[config.mk]
export PLATFORM = sky130hd
export DESIGN_NAME = tt_proj_slot_mux
export DESIGN_NICKNAME = d
export VERILOG_FILES = /design/src/rtl/tt_slot_pkg.sv /design/src/rtl/tt_slot_route.sv /design/src/rtl/tt_proj_slot_mux.sv
export SDC_FILE = /design/constraint.sdc
export NUM_CORES = 1
export LEC_CHECK = 0
export ABC_CLOCK_PERIOD_IN_PS = 5300
export BUFFER_PORTS_ARGS = -buffer_cell sky130_fd_sc_hd__buf_2
export CORE_AREA = 2 2 155 157
export DETAILED_ROUTE_END_ITERATION = 10
export DIE_AREA = 0 0 157 159
export GPL_TIMING_DRIVEN = 0
export PLACE_DENSITY = 0.52
export RECOVER_POWER = 25
export SLEW_MARGIN = 20
export SYNTH_ARGS = -nofsm -noshare
export SYNTH_HDL_FRONTEND = slang
export SYNTH_SLANG_ARGS = --single-unit
[constraint.sdc]
create_clock -name clk -period 5.3 [get_ports clk]
set_input_delay 0.795 -clock clk [delete_from_list [all_inputs] [get_ports clk]]
set_output_delay 0.795 -clock clk [all_outputs]
set_load 0.01 [all_outputs]
[src/rtl/tt_slot_pkg.sv]
// ---------------------------------------------------------------------------
// tt_slot_pkg
// Shared types and bit positions for the project-slot multiplexer.
//   state_t      : slot controller state (IDLE / HOLD / ACTIVE)
//   *_BIT, *_LSB : field positions inside the per-slot input word
//                  {uio_in[7:0], ui_in[7:0], rst_n, clk} and output word
//                  {uio_oe[7:0], uio_out[7:0], uo_out[7:0]}
// ---------------------------------------------------------------------------
package tt_slot_pkg;

    typedef enum logic [1:0] {
        IDLE   = 2'd0,
        HOLD   = 2'd1,
        ACTIVE = 2'd2
    } state_t;

    // Input word field positions
    localparam int CLK_BIT  = 0;
    localparam int RSTN_BIT = 1;
    localparam int UI_LSB   = 2;
    localparam int UIO_LSB  = 10;

    // Output word field positions
    localparam int UO_LSB      = 0;
    localparam int UIO_OUT_LSB = 8;
    localparam int UIO_OE_LSB  = 16;

    // Width of every byte-wide pad field
    localparam int FIELD_W = 8;

endpackage

[src/rtl/tt_slot_route.sv]
// ---------------------------------------------------------------------------
// tt_slot_route
// Purely combinational routing between the pad-side words and the slots.
// Ports:
//   cur_addr  in  4               selected slot (always < NUM_PROJ)
//   state     in  state_t         controller state
//   rstn_gate in  1               1 lets the pad rst_n through to the slot
//   iw_in     in  IW_W            pad-side input word
//   proj_ow   in  NUM_PROJ*OW_W   flat per-slot output words
//   proj_iw   out NUM_PROJ*IW_W   flat per-slot input words
//   proj_ena  out NUM_PROJ        one-hot (or zero) slot enable
//   sel_ow    out OW_W            selected slot's output word, 0 unless ACTIVE
// ---------------------------------------------------------------------------
module tt_slot_route
    import tt_slot_pkg::*;
#(
    parameter int NUM_PROJ = 8,
    parameter int IW_W     = 18,
    parameter int OW_W     = 24
) (
    input  logic [3:0]               cur_addr,
    input  state_t                   state,
    input  logic                     rstn_gate,
    input  logic [IW_W-1:0]          iw_in,
    input  logic [NUM_PROJ*OW_W-1:0] proj_ow,
    output logic [NUM_PROJ*IW_W-1:0] proj_iw,
    output logic [NUM_PROJ-1:0]      proj_ena,
    output logic [OW_W-1:0]          sel_ow
);

    logic [IW_W-1:0] slot_word_s;
    logic [OW_W-1:0] picked_ow_s;
    logic            slot_on_s;
    logic            ow_on_s;

    assign slot_on_s = (state != IDLE);
    assign ow_on_s   = (state == ACTIVE);

    // Build the word seen by the selected slot: rst_n gated, other fields pass
    always_comb begin
        slot_word_s                       = {IW_W{1'b0}};
        slot_word_s[CLK_BIT]              = iw_in[CLK_BIT];
        slot_word_s[RSTN_BIT]             = iw_in[RSTN_BIT] & rstn_gate;
        slot_word_s[UI_LSB +: FIELD_W]    = iw_in[UI_LSB +: FIELD_W];
        slot_word_s[UIO_LSB +: FIELD_W]   = iw_in[UIO_LSB +: FIELD_W];
    end

    // Fan the word and enable out to the selected slot only; others see zero
    always_comb begin
        proj_iw  = {(NUM_PROJ*IW_W){1'b0}};
        proj_ena = {NUM_PROJ{1'b0}};
        for (int k = 0; k < NUM_PROJ; k++) begin
            if (slot_on_s && (cur_addr == 4'(k))) begin
                proj_iw[k*IW_W +: IW_W] = slot_word_s;
                proj_ena[k]             = 1'b1;
            end else begin
                proj_iw[k*IW_W +: IW_W] = {IW_W{1'b0}};
                proj_ena[k]             = 1'b0;
            end
        end
    end

    // Fan in the selected slot's output word while ACTIVE
    always_comb begin
        picked_ow_s = {OW_W{1'b0}};
        for (int k = 0; k < NUM_PROJ; k++) begin
            if (ow_on_s && (cur_addr == 4'(k))) begin
                picked_ow_s = proj_ow[k*OW_W +: OW_W];
            end else begin
                picked_ow_s = picked_ow_s;
            end
        end
    end

    // Reassemble the pad output fields from the picked word
    always_comb begin
        sel_ow                             = {OW_W{1'b0}};
        sel_ow[UO_LSB +: FIELD_W]          = picked_ow_s[UO_LSB +: FIELD_W];
        sel_ow[UIO_OUT_LSB +: FIELD_W]     = picked_ow_s[UIO_OUT_LSB +: FIELD_W];
        sel_ow[UIO_OE_LSB +: FIELD_W]      = picked_ow_s[UIO_OE_LSB +: FIELD_W];
    end

endmodule

[src/rtl/tt_proj_slot_mux.sv]
// ---------------------------------------------------------------------------
// tt_proj_slot_mux
// Multiplexes one pad-side word bundle across NUM_PROJ project slots. A load
// strobe selects a slot; the slot is enabled at once and its rst_n held low
// for RST_HOLD cycles before it becomes ACTIVE and drives the pads.
// Ports:
//   clk       in  1               block clock
//   rst       in  1               synchronous active-high reset
//   sel_load  in  1               one-cycle strobe: load sel_addr
//   sel_addr  in  4               requested slot index
//   iw_in     in  IW_W            pad-side input word
//   ow_out    out OW_W            pad-side output word
//   proj_iw   out NUM_PROJ*IW_W   flat per-slot input words
//   proj_ena  out NUM_PROJ        per-slot enable
//   proj_ow   in  NUM_PROJ*OW_W   flat per-slot output words
//   active    out 1               1 while ACTIVE
//   cur_addr  out 4               currently selected slot
//   sel_err   out 1               one-cycle pulse after an out-of-range load
// ---------------------------------------------------------------------------
module tt_proj_slot_mux
    import tt_slot_pkg::*;
#(
    parameter int NUM_PROJ = 8,
    parameter int IW_W     = 18,
    parameter int OW_W     = 24,
    parameter int RST_HOLD = 4,
    parameter int OUT_REG  = 1
) (
    input  logic                     clk,
    input  logic                     rst,
    input  logic                     sel_load,
    input  logic [3:0]               sel_addr,
    input  logic [IW_W-1:0]          iw_in,
    output logic [OW_W-1:0]          ow_out,
    output logic [NUM_PROJ*IW_W-1:0] proj_iw,
    output logic [NUM_PROJ-1:0]      proj_ena,
    input  logic [NUM_PROJ*OW_W-1:0] proj_ow,
    output logic                     active,
    output logic [3:0]               cur_addr,
    output logic                     sel_err
);

    localparam int             CNT_W    = $clog2(RST_HOLD + 1);
    localparam logic [CNT_W-1:0] CNT_LOAD = CNT_W'(RST_HOLD - 1);
    localparam logic [CNT_W-1:0] CNT_ZERO = CNT_W'(0);
    localparam logic [CNT_W-1:0] CNT_ONE  = CNT_W'(1);
    // One extra bit so NUM_PROJ=16 is representable in the range compare
    localparam logic [4:0]     NUM_LIM  = 5'(NUM_PROJ);

    state_t           state_r, state_s;
    logic [CNT_W-1:0] cnt_r, cnt_s;
    logic [3:0]       addr_r, addr_s;
    logic             err_r, err_s;
    logic             addr_ok_s;
    logic             rstn_gate_s;
    logic [OW_W-1:0]  sel_ow_s;

    // All four address bits take part, so 4'hF is rejected for NUM_PROJ<16
    assign addr_ok_s   = ({1'b0, sel_addr} < NUM_LIM);
    assign rstn_gate_s = (state_r == ACTIVE);

    // Next-state logic: any load restarts HOLD or aborts to IDLE
    always_comb begin
        state_s = state_r;
        cnt_s   = cnt_r;
        addr_s  = addr_r;
        err_s   = 1'b0;
        if (sel_load) begin
            if (addr_ok_s) begin
                state_s = HOLD;
                cnt_s   = CNT_LOAD;
                addr_s  = sel_addr;
            end else begin
                state_s = IDLE;
                err_s   = 1'b1;
            end
        end else begin
            case (state_r)
                IDLE: begin
                    state_s = IDLE;
                end
                HOLD: begin
                    if (cnt_r == CNT_ZERO) begin
                        state_s = ACTIVE;
                    end else begin
                        cnt_s = cnt_r - CNT_ONE;
                    end
                end
                ACTIVE: begin
                    state_s = ACTIVE;
                end
                default: begin
                    state_s = IDLE;
                    cnt_s   = CNT_ZERO;
                end
            endcase
        end
    end

    // State, counter, address and error-pulse registers
    always_ff @(posedge clk) begin
        if (rst) begin
            state_r <= IDLE;
            cnt_r   <= CNT_ZERO;
            addr_r  <= 4'd0;
            err_r   <= 1'b0;
        end else begin
            state_r <= state_s;
            cnt_r   <= cnt_s;
            addr_r  <= addr_s;
            err_r   <= err_s;
        end
    end

    tt_slot_route #(
        .NUM_PROJ (NUM_PROJ),
        .IW_W     (IW_W),
        .OW_W     (OW_W)
    ) u_route (
        .cur_addr  (addr_r),
        .state     (state_r),
        .rstn_gate (rstn_gate_s),
        .iw_in     (iw_in),
        .proj_ow   (proj_ow),
        .proj_iw   (proj_iw),
        .proj_ena  (proj_ena),
        .sel_ow    (sel_ow_s)
    );

    generate
        if (OUT_REG != 0) begin : g_out_reg
            logic [OW_W-1:0] ow_r;

            // Pad output register: one cycle behind the selected slot
            always_ff @(posedge clk) begin
                if (rst) begin
                    ow_r <= {OW_W{1'b0}};
                end else begin
                    ow_r <= sel_ow_s;
                end
            end

            assign ow_out = ow_r;
        end else begin : g_out_comb
            assign ow_out = sel_ow_s;
        end
    endgenerate

    assign active   = (state_r == ACTIVE);
    assign cur_addr = addr_r;
    assign sel_err  = err_r;

endmodule

==> metrics.yaml <==
clock_network:
  cts_buffers: 5
  cts.sinks: 34
  cts_tree: "yes"
  ctsResizeCount: 0
  cts_max_level: 2
  clock_latency_ns: 0.30
  cts.clk_slew.worst_paths_ns: 0.07
  cts_root_buf: "clkbuf_16"
  hold_buffers: 0
  cts_setup_buffers: 0
  cts_max_path_buffers: 2
place:
  dp.cells: 1262
  hpwl_um: 20340
  dp_slack_ns: 2.235
  port_buffers: 397
  place_area_mm2: 0.006410
  gp_congestion: 0.8957
synth:
  synth_seq_cells: 34
  synth.most_common_cell: "and2_1"
  netlist_instances: 546
  yosysTopAreaCellShare_pct: 16.92
  synth_ff_type: "dfxtp_1"
  synth_area_mm2: 0.004024
  yosysSeqAreaShare_pct: 16.92
  ys_types: 48
  yosysTopAreaCell: "dfxtp_1"
  ys_top_cells_by_count: "and2_1, a21oi_1, and3_1, dfxtp_1, o21ai_0"
  synthArstFlopShare_pct: 0
  synth.area.top_cells: "dfxtp_1, and2_1, and3_1, a21oi_1, mux2_2"
  ys_warn_count: 0
  syn_avg_cell_area_um2: 7.370
  synth_enable_flop_cells: 0
  synth_fp_nets: 768
status:
  status: "finished clean"
worst_setup_path:
  startpoint_type: "flip-flop"
  critical_path_buf_inv_count: 3
  crit_arrival_ns: 2.53
  cp.required_ns: 4.51
  critPathTopFamily: "buffers and inverters"
  worst_path_max_delay_cell: "clkbuf_1"
  worstPathCellList: "inv_1 -> ha_1 -> nor3_2 -> clkbuf_1 -> and3_1 -> buf_2"
  cp_max_fo: 10
  path_class: "flip-flop to output pin"
  end_kind: "output pin"
  slowest_delay_ns: 0.54
global_route:
  grt.total_usage_pct: 18.70
  first_global_vias: 5290
  grt_start_max_net_pins: 13
  overflow: 0
  grt_pass1_wl_um: 34390
  antenna_found_initial: 6
power:
  seqPwrFrac_pct: 27.5
  combPwrFrac_pct: 29.5
  p_sw_mw: 0.2986
  leakage_nw: 3.494
  p_total_mw: 0.9600
  clkPwrFrac_pct: 43.0
  peakVddDrop_uv: 100.4
  power_density_mw_per_mm2: 146.1
  switching_share_pct: 31.10
  p_int_mw: 0.6614
floorplanning:
  die_h_um: 159
  die_x_um: 157
  die_area_mm2: 0.02496
  io_pins: 399
  initial_core_util_pct: 17.35
  core_mm2: 0.02319
  fp-row-count: 56
final_layout:
  stdcell_area_mm2: 0.006573
  multi_input_area_mm2: 0.002932
  nets: 1172
  final-seq-area_um2: 680.7
  drive_above_1_share_pct: 46.48
  instances_no_fill: 1275
  area_growth_pct: 63.34
  n_fill_cell: 2609
  fin_util_pct: 28.34
drt:
  ant_nets: 0
  via_count: 5689
  wl_per_cell_um: 19.34
  avgViaCountPerCell: 4.462
  drt_iter0_drc: 358
  wirelength_um: 24660
  dr.pass1.iters: 6
  drc_errors: 0
timing:
  worst_slack_ns: 1.971
  whs_ns: 0.4710
  worst_clock_skew_ns: 0.005868
  layout_min_cycle_time_ns: 3.329
  fin_setup_tns_ns: 0
  slew_viol_final: 0
  max_freq_mhz: 300.4
  worst_slew_pin_slew_ns: 0.8013
  finalHoldViolations: 0
  relSlewSlack_pct: 46.58
  fin_crit_sh_pct: 62.81
  rsz0062_at_grt: "false"
  setup_viol: 0
flow_run:
  cap_viol_max_count: 0
worst_hold_path:
  hold_path_class: "flip-flop to flip-flop"
-- cell families after synthesis --
| kind of cell | after synthesis | synth area share (%) |
|---|---|---|
| compound gates | 153 | 24.19 |
| fa+ha+maj | 5 | 1.555 |
| buf+inv | 79 | 10.14 |
| flops | 34 | 16.92 |
| mux | 34 | 9.049 |
| simple gates | 241 | 38.15 |
-- flip-flops by register name, summed over array words and instances (netlist names) --
register,flops
cnt_r,3
sel_err,1
ow_out,24
cur_addr,4
state_r,2
-- layer usage --
metal | vias up | share of wire, % | track usage [%]
met3 | 24 | 7.6 | 3.702
li1 | 2756 | - | -
met2 | 263 | 48 | 31.50
met4 | 2 | 1.5 | 4.545
met1 | 2644 | 43 | 24.38
met5 | - | 0.069 | 0
-- worst paths after layout --
path / startpoint / endpoint / slack [ns] / cells past startpoint
max: state_r[0] / proj_iw[26] / 1.97 / 6
min: cnt_r[2] / cnt_r[2] / 0.47 / 2
max reg2reg: state_r[0] / ow_out[5] / 2.63 / 7
min reg2reg: cnt_r[2] / cnt_r[2] / 0.47 / 2
-- final cells by class --
cell class / instances / share of cell area, %
well taps: 319 / 6.073
flip-flops and latches: 34 / 10.36
inverters: 28 / 1.599
clock inverters: 3 / 1.047
plain buffers: 51 / 4.569
multi-input cells: 433 / 44.60
clock buffers: 5 / 1.904
repair buffers: 397 / 29.66
diodes: 5 / 0.1904
-- power groups by stage --
stage / Sequential [mW] / Combinational [mW] / Clock, mW
CTS: 0.264 / 0.285 / 0.424
floorplan: 0.271 / 0.129 / 0
detailed placement: 0.270 / 0.284 / 0
global placement: 0.270 / 0.281 / 0
finish: 0.264 / 0.283 / 0.413
global route: 0.265 / 0.310 / 0.431
-- worst reg2reg max path: stages, from the launching register on --
cell and delay [ns]:
dfxtp_1 0.36, inv_1 0.10, ha_1 0.35, clkbuf_1 0.41, nand3b_1 0.46, clkbuf_1 0.37
o21ai_0 0.32, o221ai_1 0.16
-- cells in the final DEF (no fill, tap or decap), types with 15 or more instances in the layout --
master / Yosys / layout
buf_2: 17 / 382
and2_1: 102 / 102
clkbuf_1: 17 / 49
a21oi_1: 44 / 44
and3_1: 43 / 43
o21ai_0: 29 / 34
dfxtp_1: 34 / 34
inv_1: 27 / 27
nor2_1: 24 / 24
a22oi_1: 22 / 22
mux2_2: 19 / 19
o221ai_1: 18 / 18
nand2_1: 16 / 16
mux2i_1: 15 / 15
Power figures use the tool's default switching activity.
